**config.mk**
```make
export PLATFORM = sky130hd
export DESIGN_NAME = branch_resolve_unit
export DESIGN_NICKNAME = d
export VERILOG_FILES = /design/src/rtl/branch_resolve_unit_pkg.sv /design/src/rtl/bru_queue.sv /design/src/rtl/branch_resolve_unit.sv
export SDC_FILE = /design/constraint.sdc
export NUM_CORES = 1
export LEC_CHECK = 0
export BUFFER_PORTS_ARGS = -buffer_cell sky130_fd_sc_hd__buf_2
export CELL_PAD_IN_SITES_DETAIL_PLACEMENT = 1
export CELL_PAD_IN_SITES_GLOBAL_PLACEMENT = 1
export CORE_MARGIN = 3
export CORE_UTILIZATION = 30
export DETAILED_ROUTE_END_ITERATION = 16
export PLACE_DENSITY_LB_ADDON = 0.1
export SLEW_MARGIN = 10
export SYNTH_ARGS = -nofsm -noshare
export SYNTH_HDL_FRONTEND = slang
export SYNTH_SLANG_ARGS = --single-unit
```
**constraint.sdc**
```tcl
create_clock -name clk -period 5.5 [get_ports clk]
set_input_delay 0.275 -clock clk [delete_from_list [all_inputs] [get_ports clk]]
set_output_delay 0.275 -clock clk [all_outputs]
set_load 0.05 [all_outputs]
```
**src/rtl/branch_resolve_unit_pkg.sv**
```systemverilog
`default_nettype none
// ============================================================================
// Module   : branch_resolve_unit_pkg
// Purpose  : Shared widths, queue entry layout and PC helper for the BRU.
// Revision : 1.0 - initial release
// ============================================================================
package branch_resolve_unit_pkg;

   localparam int PC_W    = 32;
   localparam int ENTRY_W = 2 * PC_W + 1;
   localparam logic [PC_W-1:0] PC_STEP = 32'd4;

   typedef struct packed {
      logic [PC_W-1:0] pc;
      logic            pred_taken;
      logic [PC_W-1:0] pred_target;
   } bru_entry_t;

   // Fall-through address of a branch; wraps naturally at 32 bits.
   function automatic logic [PC_W-1:0] next_seq_pc(input logic [PC_W-1:0] pc);
      return pc + PC_STEP;
   endfunction

endpackage
`default_nettype wire

```
**src/rtl/bru_queue.sv**
```systemverilog
`default_nettype none
// ============================================================================
// Module   : bru_queue
// Purpose  : In-order FIFO of predicted branches with push, pop and clear.
// Revision : 1.0 - initial release
// ============================================================================
module bru_queue
   import branch_resolve_unit_pkg::*;
#(
   parameter int DEPTH_LOG2 = 2
) (
   input  logic                  clk,
   input  logic                  rst,
   input  logic                  push_i,
   input  bru_entry_t            push_data_i,
   input  logic                  pop_i,
   input  logic                  clear_i,
   output bru_entry_t            head_o,
   output logic [DEPTH_LOG2:0]   count_o,
   output logic                  full_o,
   output logic                  empty_o
);

   localparam int DEPTH = 1 << DEPTH_LOG2;
   localparam logic [DEPTH_LOG2:0] C_DEPTH_CNT = (DEPTH_LOG2 + 1)'(DEPTH);

   bru_entry_t              mem_q [DEPTH];
   logic [DEPTH_LOG2-1:0]   head_q, head_d;
   logic [DEPTH_LOG2-1:0]   tail_q, tail_d;
   logic [DEPTH_LOG2:0]     count_q, count_d;
   logic                    w_full, w_empty, w_do_push, w_do_pop;

   assign w_full    = (count_q == C_DEPTH_CNT);
   assign w_empty   = (count_q == '0);
   // Clear has priority: a flushed cycle neither stores nor retires anything.
   assign w_do_push = push_i && !w_full && !clear_i;
   assign w_do_pop  = pop_i && !w_empty && !clear_i;

   always_comb begin
      head_d  = head_q;
      tail_d  = tail_q;
      count_d = count_q;
      if (clear_i) begin
         head_d  = '0;
         tail_d  = '0;
         count_d = '0;
      end else begin
         if (w_do_push) tail_d = tail_q + DEPTH_LOG2'(1);
         if (w_do_pop)  head_d = head_q + DEPTH_LOG2'(1);
         case ({w_do_push, w_do_pop})
            2'b10:   count_d = count_q + (DEPTH_LOG2 + 1)'(1);
            2'b01:   count_d = count_q - (DEPTH_LOG2 + 1)'(1);
            default: count_d = count_q;
         endcase
      end
   end

   always_ff @(posedge clk) begin
      if (rst) begin
         head_q  <= '0;
         tail_q  <= '0;
         count_q <= '0;
      end else begin
         head_q  <= head_d;
         tail_q  <= tail_d;
         count_q <= count_d;
      end
   end

   always_ff @(posedge clk) begin
      if (w_do_push) mem_q[tail_q] <= push_data_i;
   end

   assign head_o  = mem_q[head_q];
   assign count_o = count_q;
   assign full_o  = w_full;
   assign empty_o = w_empty;

endmodule
`default_nettype wire

```
**src/rtl/branch_resolve_unit.sv**
```systemverilog
`default_nettype none
// ============================================================================
// Module   : branch_resolve_unit
// Purpose  : Checks queued branch predictions against execute outcomes and
//            drives predictor update, mispredict flush and fetch redirect.
//            Optional statistics counters enabled by macro BRU_STATS_EN.
// Revision : 1.0 - initial release
// ============================================================================
module branch_resolve_unit
   import branch_resolve_unit_pkg::*;
#(
   parameter int DEPTH_LOG2 = 2
) (
   input  logic                  clk,
   input  logic                  rst,
   input  logic                  push_valid_i,
   input  logic [PC_W-1:0]       push_pc_i,
   input  logic                  push_pred_taken_i,
   input  logic [PC_W-1:0]       push_pred_target_i,
   output logic                  push_ready_o,
   input  logic                  resolve_valid_i,
   input  logic [PC_W-1:0]       resolve_pc_i,
   input  logic                  resolve_taken_i,
   input  logic [PC_W-1:0]       resolve_target_i,
   output logic                  update_enable_o,
   output logic [PC_W-1:0]       update_pc_o,
   output logic                  actual_taken_o,
   output logic                  mispredict_o,
   output logic [PC_W-1:0]       redirect_pc_o,
   output logic                  order_err_o,
`ifdef BRU_STATS_EN
   output logic [31:0]           stat_branches_o,
   output logic [31:0]           stat_mispredicts_o,
`endif
   output logic [DEPTH_LOG2:0]   count_o
);

   bru_entry_t              w_push_entry, w_head;
   logic [DEPTH_LOG2:0]     w_count;
   logic                    w_full, w_empty;
   logic                    w_push_acc, w_res_acc, w_res_empty;
   logic                    w_head_match, w_pred_miss, w_flush, w_update;
   logic [PC_W-1:0]         w_redirect;

   logic                    update_enable_q, update_enable_d;
   logic [PC_W-1:0]         update_pc_q, update_pc_d;
   logic                    actual_taken_q, actual_taken_d;
   logic                    mispredict_q, mispredict_d;
   logic [PC_W-1:0]         redirect_pc_q, redirect_pc_d;
   logic                    order_err_q, order_err_d;

   assign w_push_entry = '{pc: push_pc_i, pred_taken: push_pred_taken_i,
                           pred_target: push_pred_target_i};

   assign w_push_acc  = push_valid_i && !w_full;
   assign w_res_acc   = resolve_valid_i && !w_empty;
   assign w_res_empty = resolve_valid_i && w_empty;

   assign w_head_match = (w_head.pc == resolve_pc_i);
   assign w_pred_miss  = (w_head.pred_taken != resolve_taken_i) ||
                         (w_head.pred_taken && resolve_taken_i &&
                          (w_head.pred_target != resolve_target_i));
   assign w_flush      = w_res_acc && (!w_head_match || w_pred_miss);
   assign w_update     = w_res_acc && w_head_match;
   // On a head match resolve_pc equals head.pc, so one fall-through form covers both cases.
   assign w_redirect   = resolve_taken_i ? resolve_target_i : next_seq_pc(resolve_pc_i);

   bru_queue #(.DEPTH_LOG2(DEPTH_LOG2)) u_queue (
      .clk         (clk),
      .rst         (rst),
      .push_i      (w_push_acc),
      .push_data_i (w_push_entry),
      .pop_i       (w_res_acc),
      .clear_i     (w_flush),
      .head_o      (w_head),
      .count_o     (w_count),
      .full_o      (w_full),
      .empty_o     (w_empty)
   );

   always_comb begin
      update_enable_d = w_update;
      update_pc_d     = update_pc_q;
      actual_taken_d  = actual_taken_q;
      mispredict_d    = w_flush;
      redirect_pc_d   = redirect_pc_q;
      order_err_d     = order_err_q || w_res_empty || (w_res_acc && !w_head_match);
      if (w_update) begin
         update_pc_d    = w_head.pc;
         actual_taken_d = resolve_taken_i;
      end
      if (w_flush) redirect_pc_d = w_redirect;
   end

   always_ff @(posedge clk) begin
      if (rst) begin
         update_enable_q <= 1'b0;
         update_pc_q     <= '0;
         actual_taken_q  <= 1'b0;
         mispredict_q    <= 1'b0;
         redirect_pc_q   <= '0;
         order_err_q     <= 1'b0;
      end else begin
         update_enable_q <= update_enable_d;
         update_pc_q     <= update_pc_d;
         actual_taken_q  <= actual_taken_d;
         mispredict_q    <= mispredict_d;
         redirect_pc_q   <= redirect_pc_d;
         order_err_q     <= order_err_d;
      end
   end

`ifdef BRU_STATS_EN
   logic [31:0] stat_branches_q, stat_branches_d;
   logic [31:0] stat_mispredicts_q, stat_mispredicts_d;

   always_comb begin
      stat_branches_d    = stat_branches_q;
      stat_mispredicts_d = stat_mispredicts_q;
      if (w_res_acc && (stat_branches_q != 32'hFFFF_FFFF))
         stat_branches_d = stat_branches_q + 32'd1;
      if (mispredict_q && (stat_mispredicts_q != 32'hFFFF_FFFF))
         stat_mispredicts_d = stat_mispredicts_q + 32'd1;
   end

   always_ff @(posedge clk) begin
      if (rst) begin
         stat_branches_q    <= '0;
         stat_mispredicts_q <= '0;
      end else begin
         stat_branches_q    <= stat_branches_d;
         stat_mispredicts_q <= stat_mispredicts_d;
      end
   end

   assign stat_branches_o    = stat_branches_q;
   assign stat_mispredicts_o = stat_mispredicts_q;
`endif

   assign push_ready_o    = !w_full;
   assign update_enable_o = update_enable_q;
   assign update_pc_o     = update_pc_q;
   assign actual_taken_o  = actual_taken_q;
   assign mispredict_o    = mispredict_q;
   assign redirect_pc_o   = redirect_pc_q;
   assign order_err_o     = order_err_q;
   assign count_o         = w_count;

endmodule
`default_nettype wire

```
==> reports/results.ini <==
[detailed_routing]
vias_per_cell = 4.78
dr.first_iter.drc_count = 537
top_layer_used = met5
drt-wirelength-per-cell_um = 24.4
drtPass1Iterations = 5
ant_nets = 0
route.detailed.drc = 0
met3_wirelength_um = 1720
wl_met1_um = 19800
wl_met2_um = 21100
routed_wl_um = 43600
vias = 8549

[logic_synthesis]
synth.top_cell.area_share = 0.557
ys_types = 41
netlist_area_um2 = 14000
synth_top_family_by_area = multiplexers
synthXorXnorAreaFrac = 0.0587
postSynthCellCount = 876
ys_ff_latch = 337
yosys_warnings = 0
synth_top_cell_by_area = edfxtp_1
yosysSeqAreaShare = 0.667
synth_fp_nets = 1018
synthTopCellsByArea = edfxtp_1 56%, dfxtp_1 11%, mux4_2 10%
synth_compound_area_frac = 0.0347
synthMuxAreaShare = 0.145
synth_fa_ha_area_frac = 0.00767
syn-mean-instance-area_um2 = 16.0
synth_simple_gate_area_frac = 0.0683

[die]
rows = 78
die_w_um = 222
start_util = 0.306
die_area_um2 = 49400
die_y_um = 222
coreArea_um2 = 45800
io_pins = 206

[clocking]
cts_root_buffer = clkbuf_16
cts_resized = 0
cts_buffers = 40
htreeDepth = 2
clkSlewWorstSetupHoldPaths_ps = 60
postCtsSetupBuffers = 0
cts_sinks = 337
clock_latency_ps = 550
cts_tree = yes
cts_buffer_depth = 3

[finish]
multi_input_area_um2 = 4430
regArea_um2 = 9350
post-route-util = 0.387
drive_gt1_frac = 0.313
area_growth_pct = 26.2
fillers = 4679
layout.nets = 1299
final_cells = 1788
final_cell_mix = 260 x edfxtp_1, 205 x buf_2, 75 x dfxtp_1, 70 x xnor2_1, 66 x dlygate4sd3_1
finalInstanceArea_um2 = 17700
layout_commonest_cell = edfxtp_1

[placed_design]
dp_hpwl_um = 30100
dpl_cell_area_um2 = 15800
routabilityCongestion = 0.725
io_buffer_count = 205
place_inst = 1649

[outcome]
status = completed

[power]
vdd_ir_drop_max_v = 0.000196
pwr_density_cell_nw_per_um2 = 350
leakage_nw = 6.52

[setup_path]
cp.arrival_ps = 5280
critPathCaptureType = flop
path_max_fanout = 29
crit_required_ps = 5930
crit_path_start_kind = flop
crit_type = reg -> reg

[sta]
fin_tns_setup_ps = 0
hold_viol_final = 0
skew_ps = 22.5
max_freq_mhz = 206
rsz0062_at_grt = no
slew_violations = 0
period_minus_slack_ps = 4850
slew_headroom = 0.232
setup_viol = 0
worst_pin_slew_ps = 1140
finalCritPeriodShare = 0.881
holdWs_ps = 96.0

[global_routing]
grt_overflow = 0
grt_max_degree = 66
grt_pass1_wl_um = 63300
first_global_vias = 9095
antenna_found_initial = 3
grtUsageTotal = 0.176

[job]
drv_cap = 0

[hold_path]
hp-class = in -> reg

[flip-flops by register name (all words and copies together), names as in the netlist, named ones only]
signal / flops
update_enable_o: 1
redirect_pc_o: 32
mispredict_o: 1
actual_taken_o: 1
u_queue.count_o: 3
u_queue.tail_q: 2
u_queue.mem_q: 260
update_pc_o: 32
order_err_o: 1
u_queue.head_q: 2
[path summary, 6_finish.rpt]
kind,start,end,slack (ps),cells past startpoint
hold reg to reg,redirect_pc_o[16]$_SDFFE_PP0P_,redirect_pc_o[16]$_SDFFE_PP0P_,460,2
setup reg to reg,flop,u_queue.count_o[2]$_SDFFE_PP0P_,650,14
hold / removal,resolve_target_i[9],redirect_pc_o[9]$_SDFFE_PP0P_,100,4
setup / recovery,flop,u_queue.count_o[2]$_SDFFE_PP0P_,650,14
[synth_stat cells (all sizes together)]
cell type,instances
nor2b,10
nor3,3
a211o,1
nand3b,2
a21boi,1
xnor2,70
buf,23
o21ai,24
fa,1
mux4,65
mux2,12
a21oi,14
inv,7
edfxtp,260
a22o,2
xor2,24
nand2,52
and3,13
a31o,12
nand3,11
o2111a,12
clkbuf,25
nor2,58
dfxtp,77
or3,3
mux2i,44
nand2b,2
nor4,4
o211ai,1
ha,7
and2,5
and4,4
nand4,27
[metal layers]
metal,global-route usage,vias to the layer above
li1,-,3924
met1,0.241,4375
met2,0.292,193
met3,0.0251,55
met4,0.0502,2
met5,0,-
[area by class of cell]
| cell class | instances | share of cell area |
|---|---|---|
| tap | 600 | 0.0424 |
| multi-input combinational | 484 | 0.250 |
| timing repair buffer | 287 | 0.106 |
| antenna | 1 | 0.000141 |
| sequential | 337 | 0.529 |
| clock inverter | 21 | 0.00990 |
| clock buffer | 51 | 0.0618 |
| inverter | 7 | 0.00148 |
[repair_timing]
item	4_1_cts	5_1_grt
setup endpoints to repair	0	0
endpoints found under the hold margin	261	0
hold buffers	66	0
[logic make-up after synthesis]
kind of cell             Yosys count
AO/OA/AOI/OAI                     67
XOR/XNOR                          94
adder cells (fa/ha/maj)            8
buffers and inverters             55
flip-flops                       337
multiplexers                     121
AND/OR/NAND/NOR                  194
[stage by stage]
step                setup WS, ps  power [W]
floorplan                   1010    0.00337
global placement             729    0.00365
detailed placement           603    0.00365
CTS                          589    0.00629
global route                 142    0.00645
finish                       652    0.00619
[power by group]
group	leakage (nW)	switching, W	total, W	internal, W
sequential	3.01	0.0000408	0.00294	0.00290
combinational	2.89	0.000431	0.000684	0.000253
clock	0.624	0.00102	0.00257	0.00154
total	6.52	0.00150	0.00619	0.00469
[worst max-delay path, cell delays in order (launching register included)]
cell and delay [ps]:
dfxtp_4 790, buf_4 440, mux4_2 560, xnor2_1 180, nand4_1 150, nor4_1 600, a21boi_2 350, nor3_1 420
ha_1 250, inv_1 60, fa_1 370, xor2_1 150, nor2_1 120, xor2_1 70, and3_1 170
No activity file was read; power rests on OpenSTA's default activity.
